<file path="src/rtl/unified_mem_arbiter.sv">
// Arbitrates one single-ported memory bus between instruction fetch and load/store,
// with one outstanding transaction and starvation protection for fetch.
module unified_mem_arbiter #(
  parameter int unsigned ADDR_W     = 32,
  parameter int unsigned DATA_W     = 32,
  parameter int unsigned STARVE_MAX = 4
) (
  input  logic                clk,
  input  logic                reset,
  input  logic                if_req_valid,
  input  logic [ADDR_W-1:0]   if_addr,
  input  logic                if_flush,
  output logic                if_ready,
  output logic                if_rvalid,
  output logic [DATA_W-1:0]   if_rdata,
  input  logic                mem_req_valid,
  input  logic                mem_we,
  input  logic [DATA_W/8-1:0] mem_wstrb,
  input  logic [ADDR_W-1:0]   mem_addr,
  input  logic [DATA_W-1:0]   mem_wdata,
  output logic                mem_ready,
  output logic                mem_rvalid,
  output logic [DATA_W-1:0]   mem_rdata,
  output logic                bus_req_valid,
  input  logic                bus_req_ready,
  output logic                bus_we,
  output logic [DATA_W/8-1:0] bus_wstrb,
  output logic [ADDR_W-1:0]   bus_addr,
  output logic [DATA_W-1:0]   bus_wdata,
  input  logic                bus_rsp_valid,
  input  logic [DATA_W-1:0]   bus_rdata
);

  localparam logic [1:0] IDLE     = 2'd0;
  localparam logic [1:0] ISSUE    = 2'd1;
  localparam logic [1:0] WAIT_RSP = 2'd2;

  logic [1:0] state;
  logic       owner_if;
  logic       drop;
  logic [3:0] starve;
  logic       grant_if;
  logic       grant_mem;
  logic       flush_hit;

  // Fetch wins contention only once MEM has been granted STARVE_MAX times in a row over it.
  always_comb begin
    grant_if  = 1'b0;
    grant_mem = 1'b0;
    if (state == IDLE) begin
      grant_if  = if_req_valid && (!mem_req_valid || (starve >= 4'(STARVE_MAX)));
      grant_mem = mem_req_valid && !grant_if;
    end
  end

  assign if_ready      = grant_if;
  assign mem_ready     = grant_mem;
  assign bus_req_valid = (state == ISSUE);
  assign flush_hit     = if_flush && owner_if && (state != IDLE);

  always_ff @(posedge clk or posedge reset) begin
    if (reset) begin
      state      <= IDLE;
      owner_if   <= 1'b0;
      drop       <= 1'b0;
      starve     <= '0;
      bus_we     <= 1'b0;
      bus_wstrb  <= '0;
      bus_addr   <= '0;
      bus_wdata  <= '0;
      if_rvalid  <= 1'b0;
      if_rdata   <= '0;
      mem_rvalid <= 1'b0;
      mem_rdata  <= '0;
    end else begin
      if_rvalid  <= 1'b0;
      mem_rvalid <= 1'b0;
      case (state)
        IDLE: begin
          if (grant_if || grant_mem) begin
            state     <= ISSUE;
            owner_if  <= grant_if;
            drop      <= 1'b0;
            bus_we    <= grant_mem && mem_we;
            bus_wstrb <= grant_mem ? mem_wstrb : '0;
            bus_addr  <= grant_if ? if_addr : mem_addr;
            bus_wdata <= grant_mem ? mem_wdata : '0;
          end
          if (grant_if) begin
            starve <= '0;
          end else if (grant_mem && if_req_valid && (starve != 4'hF)) begin
            starve <= starve + 4'd1;
          end
        end
        ISSUE: begin
          if (flush_hit) drop <= 1'b1;
          if (bus_req_ready) state <= WAIT_RSP;
        end
        WAIT_RSP: begin
          if (flush_hit) drop <= 1'b1;
          if (bus_rsp_valid) begin
            state <= IDLE;
            // A flush arriving with the response must still suppress the pulse.
            if (owner_if) begin
              if_rdata  <= bus_rdata;
              if_rvalid <= !(drop || if_flush);
            end else begin
              mem_rdata  <= bus_rdata;
              mem_rvalid <= 1'b1;
            end
          end
        end
        default: state <= IDLE;
      endcase
    end
  end

endmodule

</file>
<file path="config.mk">
export PLATFORM = sky130hd
export DESIGN_NAME = unified_mem_arbiter
export DESIGN_NICKNAME = d
export VERILOG_FILES = /design/src/rtl/unified_mem_arbiter.sv
export SDC_FILE = /design/constraint.sdc
export NUM_CORES = 1
export LEC_CHECK = 0
export BUFFER_PORTS_ARGS = -buffer_cell sky130_fd_sc_hd__buf_2
export CELL_PAD_IN_SITES_DETAIL_PLACEMENT = 1
export CELL_PAD_IN_SITES_GLOBAL_PLACEMENT = 2
export CORE_MARGIN = 2
export CORE_UTILIZATION = 30
export DETAILED_ROUTE_END_ITERATION = 7
export PLACE_DENSITY_LB_ADDON = 0.1
export SETUP_SLACK_MARGIN = 0.02
export SLEW_MARGIN = 20
export SYNTH_ARGS = -nofsm -noshare
export SYNTH_HDL_FRONTEND = slang
export SYNTH_SLANG_ARGS = --single-unit
</file>
<file path="constraint.sdc">
create_clock -name clk -period 12.3 [get_ports clk]
set_clock_uncertainty 0.2 [all_clocks]
set_input_delay 1.23 -clock clk [delete_from_list [all_inputs] [get_ports clk]]
set_output_delay 1.23 -clock clk [all_outputs]
set_load 0.05 [all_outputs]
</file>
# ---- After elaboration in Yosys (flattened, before gate mapping)
# Index checks and enable logic that the tools add are counted.
dict set report classes {
  add_sub_neg 1
  mul 0
  n_div 0
  order_cmp 1
  n_eq_ne 7
  shifts 0
  n_mux 20
  n_bitwise 1
  reduce_logical 24
}
# op n
set ops {}
lappend ops {{32-bit two-way mux} 2}
lappend ops {{4-bit two-way mux} 3}
lappend ops {{3-bit AND reduction} 4}
lappend ops {{1-bit two-way mux} 10}
lappend ops {{1-bit logical AND} 7}
lappend ops {{2-bit two-way mux} 3}
lappend ops {{2-bit by 1-bit inequality test with 1-bit output (second input constant)} 3}
lappend ops {{2-bit case mux with 3 select lines} 1}
lappend ops {{2-bit nonzero test} 3}
lappend ops {{4-bit by 1-bit adder with 4-bit output (second input constant)} 1}
lappend ops {{4-bit by 3-bit greater-or-equal comparator with 1-bit output (second input constant)} 1}
lappend ops {{4-bit inequality test (second input constant)} 1}
lappend ops {{2-bit AND reduction} 2}
lappend ops {{1-bit zero test} 3}
lappend ops {{1-bit logical OR} 3}
lappend ops {{2-bit by 1-bit == test with 1-bit output (second input constant)} 1}
lappend ops {{2-bit == test (second input constant)} 1}
lappend ops {{2-bit zero test} 1}
lappend ops {{2-bit inequality test (second input constant)} 1}
lappend ops {{1-bit case mux with 2 select lines} 1}
lappend ops {{2-bit OR reduction} 1}
lappend ops {{1-bit NOT} 1}
dict set report totals {
  register_bits 143
  latchBits 0
  ram_bits 0
  romBits 0
  input_bits 140
  out_inout_bits 138
  memories 0
}

# ---- Depth between registers and ports, before layout
# Gate-level depths: netlist of run 1.
dict set report logic_depth {
  word_depth 10
  ltp_mapped 8
  mapped_depth_nobuf 5
}

# ---- Least setup slack after synthesis of run 1
# OpenSTA, ideal clock, no wires.
dict set report synth_path {
  path_kind {input port to output port}
  from {input port mem_req_valid}
  to {output port mem_ready}
  arrival_ps 2101
  slack_ps 8769
  path_stages 3
  n_path_buf 1
  cell_sequence {nand2_2 nor2_1 clkbuf_1}
}
dict set report synth_between {
  elab_chain_cells 6
}
# item line
set synth_lines {}
lappend synth_lines {{start: declaration} 16} ;# input logic mem_req_valid,
lappend synth_lines {{1-bit zero test} 51} ;# grant_if = if_req_valid && (!mem_req_valid || (starve >= 4'(STARVE_MAX)));
lappend synth_lines {{1-bit logical OR} 51}
lappend synth_lines {{1-bit logical AND} 51}
lappend synth_lines {{1-bit zero test} 52} ;# grant_mem = mem_req_valid && !grant_if;
lappend synth_lines {{1-bit logical AND *} 52}
lappend synth_lines {{1-bit two-way mux *} 50} ;# if (state == IDLE) begin
lappend synth_lines {{end: declaration} 21} ;# output logic mem_ready,
# Every way passes the cells marked *; elsewhere a longest branch is shown, timed or not.

# ---- Worst setup path after layout of run 1
# Ends and elaborated chain as after synthesis.

==> flow_metrics.py, run 1 <==
metrics = {
    "cts": {
        "clock_latency_ns": 0.41,
        "clockBufferDepth": 2,
        "cts_setup_buffers": 0,
        "clk_transition_reported_paths_ns": 0.05,
        "cts_hold_buffers": 0,
        "cts.sinks": 143,
        "htreeDepth": 4,
        "cts_resized": 0,
        "numCtsBuffers": 17,
        "cts_tree": "yes",
        "root_buffer": "clkbuf_16",
    },
    "yosys": {
        "syn-num-nets": 516,
        "netlist.area_leader.share_pct": 62.3,
        "synth-seq-area-share_pct": 62.3,
        "synthTopCellsByArea": "dfrtp_1 (62%), mux2_2 (20%), mux2_1 (5.7%), a22o_1 (5.6%), buf_2 (1.0%)",
        "ys_types": 27,
        "syn-mean-instance-area_um2": 15.4,
        "syn_inst": 372,
        "synth_edf_count": 0,
        "synth.cell_area_mm2": 0.00574,
        "synth_ff_type": "dfrtp_1",
        "yosysMostFrequentCell": "dfrtp_1",
        "synth_top_area_cell": "dfrtp_1",
        "ys_async_sr_fraction_pct": 100,
        "yosys_register_bits": 143,
        "ys_warn_count": 0,
        "synth_commonest_cells": "dfrtp_1 (143), mux2_2 (100), a22o_1 (37)",
    },
    "cells_and_area": {
        "antennaDiodeCount": 0,
        "fillers": 2034,
        "drive_gt1_share_pct": 62.9,
        "layout.nets": 796,
        "final_area_mm2": 0.00793,
        "area_growth_pct": 38.0,
        "layoutNonFillerInstCount": 897,
    },
    "sta": {
        "worst_pin_slew_ns": 0.924,
        "hold_ws_ns": 0.230,
        "period_share_pct": 35.5,
        "hold_violations": 0,
        "finalSetupViolCount": 0,
        "tns_ns": 0,
        "relSlewSlack_pct": 38.4,
        "period_minus_slack_ns": 4.37,
        "rsz0062_at_grt": "no",
        "slew_violations": 0,
        "clock.fmax_mhz": 229,
    },
    "hold_path": {
        "min_from": "drop",
        "hp-class": "flip-flop to flip-flop",
    },
    "die": {
        "dieArea_mm2": 0.0203,
        "core_area_mm2": 0.0188,
        "die_y_um": 142,
        "top_level_ports": 278,
        "rows": 50,
        "start_util_pct": 30.6,
        "die_x_um": 142,
    },
    "critical_path": {
        "cp_max_fo": 38,
        "crit_path_start": "mem_req_valid",
        "start_kind": "primary input",
        "cp_data_required_time_ns": 10.87,
        "cp.arrival_ns": 2.94,
        "r2r_start": "state[0]",
        "end_kind": "primary output",
        "worstSetupPathType": "primary input to primary output",
    },
    "grt": {
        "grt_pass1_vias": 4527,
        "gr-total-overflow": 0,
        "grt_max_degree": 75,
        "antenna_found_initial": 0,
        "grt_usage_pct": 15.7,
        "grt_pass1_wl_um": 24600,
    },
    "drt": {
        "vias": 4147,
        "drc": 0,
        "drt_first_pass_iters": 4,
        "viasPerCell": 4.62,
        "wl_um": 15700,
        "ant_nets": 0,
        "wire_per_inst_um": 17.5,
        "drtIter0Drc": 131,
    },
    "run": {
        "cap_viol_max_count": 0,
    },
    "placement": {
        "portBuffers": 277,
        "dp.cells": 867,
        "placed_cell_area_mm2": 0.00735,
        "hpwl_um": 11200,
        "gp_congestion": 0.752,
    },
    "run_status": {
        "status": "finished clean",
    },
}
through the flow:
step,setup WS [ns],util (%)
3_5_place_dp,7.88,39.2
5_1_grt,7.75,42.2
3_3_place_gp,7.92,39.2
6_report,7.93,42.2
2_1_floorplan,7.03,-
4_1_cts,7.88,42.2
final timing paths:
kind                                end  slack, ns  cells past startpoint
max                           mem_ready       7.93                      5
min                           if_rvalid       0.23                      1
max reg2reg                bus_wdata[8]       9.76                      6
min reg2reg                   if_rvalid       0.23                      1
max in group asynchronous  bus_addr[17]       9.76                      3
min in group asynchronous   bus_addr[7]       0.72                      2
layout by cell type, fill, tap and decap left out, types with 2 or more instances in the layout:
cell type / synthesis / final
inv_6: 0 / 2
o21ai_0: 3 / 3
clkinv_2: 0 / 4
nand2_1: 2 / 2
a22o_1: 37 / 37
mux2_1: 29 / 29
nand3b_1: 2 / 2
clkbuf_16: 0 / 17
clkbuf_8: 0 / 2
buf_4: 4 / 6
mux2_2: 100 / 100
dfrtp_1: 143 / 143
nor2b_1: 2 / 2
bufinv_16: 0 / 2
a21oi_1: 5 / 4
nor3_1: 2 / 2
nand3_1: 2 / 2
ha_1: 4 / 4
inv_1: 4 / 3
clkinv_4: 0 / 2
buf_2: 12 / 277
nor2_1: 4 / 3
and3_1: 3 / 3
metal layers:
metal / up-vias / GRT usage (%) / wire, µm
met5: - / 0 / 0
met4: 0 / 5.94 / 238
met3: 18 / 4.91 / 1060
met2: 157 / 26.6 / 7970
met1: 2059 / 18.8 / 6400
li1: 1913 / - / -
registers in the layout, summed over array words and instances (netlist names):
name / flops
bus_we: 1
bus_wdata: 32
owner_if: 1
state: 2
starve: 4
mem_rdata: 32
drop: 1
bus_addr: 32
bus_wstrb: 4
mem_rvalid: 1
if_rdata: 32
if_rvalid: 1
kinds of logic (layout without fill, tap and decap cells):
family / count (synthesis) / count (layout) / share of synthesized area, %
AOI/OAI and AO/OA: 50 / 50 / 6.99
adders and majority gates: 4 / 4 / 0.871
buffers and inverters: 26 / 317 / 2.61
DFF: 143 / 143 / 62.3
muxes: 129 / 129 / 25.3
and+or+nand+nor: 20 / 20 / 1.92
cell type report:
type,count,area (µm²),area share (%)
flip-flops and latches,143,3580,45.2
inverters,4,20.0,0.253
well taps,234,293,3.69
clock inverters,10,114,1.44
repair buffers,283,1430,18.1
multi-input cells,203,2030,25.6
clock buffers,20,457,5.76
worst max-delay path, cell delays in order:
cell and delay (ns):
buf_2 0.15, nand2_2 0.53, nor2_2 0.26, buf_4 0.39, buf_2 0.35
Power of run 1 is not shown: default switching activity piles up to over one toggle a cycle in this logic, so the estimate is an artifact.
==> run 2: changes to the inputs <==
- CORE_UTILIZATION: 30 -> 26
- clock period: 12.3 -> 3.9 ns (I/O delays scaled with it)
==> run 2 against run 1 <==
Design area up 10%; highest routed layer unchanged; largest cell class unchanged; hold slack got worse by 0.21 ns; worst setup slack got worse by 6.8 ns.
==> flow_metrics.py, run 2 (synthesized netlist as in run 1, its figures left out) <==
metrics = {
    "die": {
        "top_level_ports": 278,
        "core_area_mm2": 0.0218,
        "die_x_um": 153,
        "rows": 54,
        "start_util_pct": 26.4,
        "dieArea_mm2": 0.0233,
        "die_y_um": 153,
    },
    "critical_path": {
        "max_stage_delay_ns": 0.40,
        "slowest_stage": "dfrtp_1",
        "worst-r2r-cell-count": 6,
        "reg2reg_setup_slack_ns": 1.37,
        "crit_path_start": "state[0]",
        "cp_num_buf_inv": 3,
        "cp.arrival_ns": 2.17,
        "regToRegEndpoint": "bus_addr[27]",
        "cp_max_fo": 38,
        "worstSetupPathType": "flip-flop to primary output",
        "crit_end": "mem_ready",
        "path_cells": "inv_1, ha_1, nand2_2, nor2_2, buf_4, buf_2",
        "cp.depth": 6,
        "cp_top_family": "buffers and inverters",
        "cp_data_required_time_ns": 3.31,
        "end_kind": "primary output",
        "r2r_start": "state[0]",
        "start_kind": "flip-flop",
    },
    "grt": {
        "grt_pass1_vias": 4953,
        "gr-total-overflow": 0,
        "grt_usage_pct": 14.8,
        "grt_pass1_wl_um": 27400,
        "grt_max_degree": 81,
        "antenna_found_initial": 2,
    },
    "drt": {
        "drc": 0,
        "viasPerCell": 4.43,
        "vias": 4497,
        "wire_per_inst_um": 16.8,
        "wl_um": 17100,
        "drt_first_pass_iters": 4,
        "drtIter0Drc": 138,
        "ant_nets": 0,
    },
    "sta": {
        "rsz0062_at_grt": "no",
        "clock.fmax_mhz": 362,
        "slew_violations": 0,
        "worst_pin_slew_ns": 0.799,
        "period_minus_slack_ns": 2.76,
        "tns_ns": 0,
        "relSlewSlack_pct": 46.7,
        "hold_violations": 0,
        "final.setup.worst_slack_ns": 1.14,
        "finalSetupViolCount": 0,
        "period_share_pct": 70.8,
        "hold_ws_ns": 0.0198,
    },
    "cells_and_area": {
        "layout_commonest_cell": "buf_2",
        "area_growth_pct": 52.0,
        "layout_common_cells": "buf_2 (277), dfrtp_1 (143), mux2_2 (100), dlygate4sd3_1 (69), a22o_1 (37)",
        "drive_gt1_share_pct": 57.4,
        "layout.nets": 867,
    },
    "power_and_ir_drop": {
        "power_density_mw_per_mm2": 1030,
        "p_total_mw": 8.98,
        "leakage_nw": 4.33,
        "irDropWorstVdd_uv": 356,
    },
    "run": {
        "cap_viol_max_count": 0,
    },
    "cts": {
        "cts.sinks": 143,
        "cts_setup_buffers": 0,
        "htreeDepth": 4,
        "clock_latency_ns": 0.41,
        "root_buffer": "clkbuf_16",
        "numCtsBuffers": 17,
        "clk_transition_reported_paths_ns": 0.06,
        "clockBufferDepth": 2,
        "cts_tree": "yes",
    },
    "run_status": {
        "status": "finished clean",
    },
    "placement": {
        "gp_congestion": 0.752,
        "portBuffers": 277,
        "hpwl_um": 11800,
        "dp_slack_ns": 1.32,
    },
    "hold_path": {
        "hp-class": "primary input to flip-flop",
        "min_from": "if_addr[11]",
    },
}
-- run 2: cell count changes in the layout (fill, tap and decap cells not counted), sizes merged --
cell	delta
buf	+2
bufinv	+1
clkbuf	-3
clkinv	-2
clkinvlp	+4
diode	+2
dlygate4sd3	+69
-- run 2: report_power, final --
group | total (mW) | internal [mW] | switching, mW
registers | 2.55 | 2.20 | 0.355
logic | 4.77 | 1.35 | 3.42
clock network | 1.66 | 1.00 | 0.656
-- run 2: area by class of cell --
| cell class | instances | area (µm²) |
|---|---|---|
| Sequential cell | 143 | 3580 |
| Clock inverter | 13 | 165 |
| Clock buffer | 17 | 425 |
| Multi-Input combinational cell | 203 | 2040 |
| Timing Repair Buffer | 354 | 2150 |
| Antenna cell | 2 | 5.00 |
| Inverter | 4 | 18.8 |
| Fill cell | 2386 | 13000 |
| Tap cell | 280 | 350 |
-- run 2: what timing repair did --
item | 4_1_cts | 5_1_grt
hold buffers | 68 | 1
hold endpoints to repair | 149 | 1
gates resized for setup | 0 | 0
endpoints found under the setup margin | 0 | 0
-- run 2: metrics by stage --
stage | cell area [µm²] | instances | util [%]
finish | 8730 | 1016 | 40.1
global route | 8730 | 1015 | 40.1
CTS | 8710 | 1013 | 40.1
detailed placement | 7440 | 915 | 34.2
global placement | 7440 | 915 | 34.2
floorplan | 5750 | 372 | -
-- run 2: worst min-delay path by stage --
stage,end,slack [ns],cells past startpoint
after floorplan,if_rvalid,0.20,1
after detailed placement,if_rvalid,0.23,1
after global placement,if_rvalid,0.23,1
after global routing,bus_wstrb[0],0.002,2
after CTS,if_rdata[18],0.0006,2
final,bus_addr[11],0.02,2
-- run 2: per-layer routing --
metal | GRT usage (%) | vias to the layer above | wire, µm
li1 | - | 2057 | -
met2 | 25.7 | 158 | 8790
met5 | 0 | - | 0
met3 | 5.26 | 11 | 1150
met1 | 17.2 | 2271 | 7000
met4 | 4.19 | 0 | 160
Note: power is estimated with default switching activity, not from simulation.
==> run 3: changes to the inputs <==
- clock period: 3.9 -> 2.2 ns (I/O delays scaled with it)
==> run 3 against run 2 <==
Wire length is 3.1% higher; total power rose by 81%; sequential share of layout area shrank 3.7 points; combinational power up 84%; non-clock buffer count rose by 76; critical path depth grew 1; final cell count grew 7.6%; register-to-register slack worse by 1.3 ns; design area is 10% higher; critical path type unchanged; largest power group unchanged; highest routed layer is now met5.
==> flow_metrics.py, run 3 (synthesized netlist as in run 1, its figures left out) <==
metrics = {
    "drt": {
        "wire_per_inst_um": 16.1,
        "ant_nets": 0,
        "drtIter0Drc": 122,
        "wl_um": 17600,
        "drt_first_pass_iters": 3,
        "vias": 4767,
        "viasPerCell": 4.36,
        "drc": 0,
    },
    "sta": {
        "clock.fmax_mhz": 476,
        "hold_violations": 0,
        "tns_ns": 0,
        "period_share_pct": 95.4,
        "slew_violations": 0,
        "period_minus_slack_ns": 2.10,
        "worst_pin_slew_ns": 0.518,
        "final.setup.worst_slack_ns": 0.100,
        "finalSetupViolCount": 0,
        "hold_ws_ns": 0.0639,
        "relSlewSlack_pct": 65.4,
        "rsz0062_at_grt": "no",
    },
    "grt": {
        "grt_pass1_vias": 5287,
        "gr-total-overflow": 0,
        "antenna_found_initial": 3,
        "grt_use_met2_pct": 25.6,
        "grtUsageMet1_pct": 18.5,
        "grt_max_degree": 73,
        "grt_use_met3_pct": 4.52,
        "grt_pass1_wl_um": 28500,
        "top_usage_layer": "met2",
        "grt_usage_pct": 15.4,
    },
    "placement": {
        "dp_slack_ns": 0.143,
        "portBuffers": 277,
        "hpwl_um": 12000,
        "placed_cell_area_mm2": 0.00757,
        "gp_congestion": 0.756,
    },
    "critical_path": {
        "r2r_start": "state[0]",
        "end_kind": "primary output",
        "cp.arrival_ns": 1.68,
        "start_kind": "flip-flop",
        "cp_max_fo": 5,
        "cp_data_required_time_ns": 1.78,
        "worstSetupPathType": "flip-flop to primary output",
        "crit_path_start": "state[0]",
    },
    "cts": {
        "clock_latency_ns": 0.41,
        "htreeDepth": 4,
        "cts.sinks": 143,
        "cts_tree": "yes",
        "root_buffer": "clkbuf_16",
        "clk_transition_reported_paths_ns": 0.06,
        "clockBufferDepth": 2,
        "numCtsBuffers": 17,
    },
    "die": {
        "top_level_ports": 278,
        "die_y_um": 153,
        "core_area_mm2": 0.0218,
        "dieArea_mm2": 0.0233,
        "rows": 54,
        "die_x_um": 153,
        "start_util_pct": 26.4,
    },
    "hold_path": {
        "min_from": "if_req_valid",
        "hp-class": "primary input to flip-flop",
    },
    "cells_and_area": {
        "layout.nets": 943,
        "fin_util_pct": 44.1,
        "area_growth_pct": 67.2,
        "final_area_mm2": 0.00960,
        "layout_common_cells": "buf_2 (275), dfrtp_1 (143), dlygate4sd3_1 (135), mux2_2 (100), a22o_1 (37)",
        "drive_gt1_share_pct": 53.5,
        "layout_commonest_cell": "buf_2",
    },
    "power_and_ir_drop": {
        "irDropWorstVdd_uv": 737,
        "power_density_mw_per_mm2": 1690,
        "leakage_nw": 4.70,
    },
    "run": {
        "cap_viol_max_count": 0,
    },
    "run_status": {
        "status": "finished clean",
    },
}
## run 3: changes by cell type in the layout (fill, tap and decap cells not counted), moves of 2 or more
cell,change
dlygate4sd3_1,+66
buf_12,+8
buf_4,+4
buf_2,-2
inv_1,-2
inv_2,+2
## run 3: final timing paths
| check | endpoint | slack, ns | cells past startpoint |
|---|---|---|---|
| max | if_ready | 0.10 | 7 |
| min | starve[0] | 0.06 | 4 |
| max reg2reg | bus_addr[2] | 0.11 | 9 |
| min reg2reg | if_rvalid | 0.23 | 1 |
| max in group asynchronous | if_rdata[5] | 0.88 | 4 |
| min in group asynchronous | bus_addr[16] | 0.19 | 3 |
## run 3: timing repair
item,CTS,global route
endpoints found under the setup margin,2,18
gates resized for setup,7,3
pin swaps,0,1
hold buffers,135,0
buffers inserted,2,3
cloned,0,0
endpoints found under the hold margin,152,0
## run 3: cell type report
type / instances / area (µm²)
flip-flops and latches: 143 / 3580
multi-input cells: 203 / 2050
diodes: 2 / 5.00
clock buffers: 19 / 443
repair buffers: 430 / 2990
fillers: 2357 / 12200
inverters: 4 / 18.8
clock inverters: 12 / 160
well taps: 280 / 350
## run 3: power breakdown
part / internal, mW / leakage [nW] / total, mW / switching, mW
sequential: 3.90 / 1.76 / 4.53 / 0.632
combinational: 2.63 / 2.66 / 8.76 / 6.13
clock: 1.82 / 0.282 / 2.98 / 1.16
total: 8.35 / 4.70 / 16.3 / 7.92
## run 3: worst max-delay path, cell delays in order (launching register included)
cell	delay [ns]
dfrtp_1	0.40
inv_2	0.09
ha_4	0.15
buf_4	0.13
nand2_1	0.08
a21oi_4	0.16
buf_12	0.13
buf_12	0.12
## run 3: routing by layer
metal / wire [µm] / up-vias
li1: - / 2211
met1: 7420 / 2345
met2: 8730 / 174
met3: 988 / 35
met4: 476 / 2
met5: 16 / -
## run 3: stage by stage
stage | power, mW | cells
finish | 16.3 | 1093
global route | 17.1 | 1093
CTS | 16.5 | 1088
detailed placement | 13.1 | 920
global placement | 13.0 | 920
floorplan | 11.0 | 372
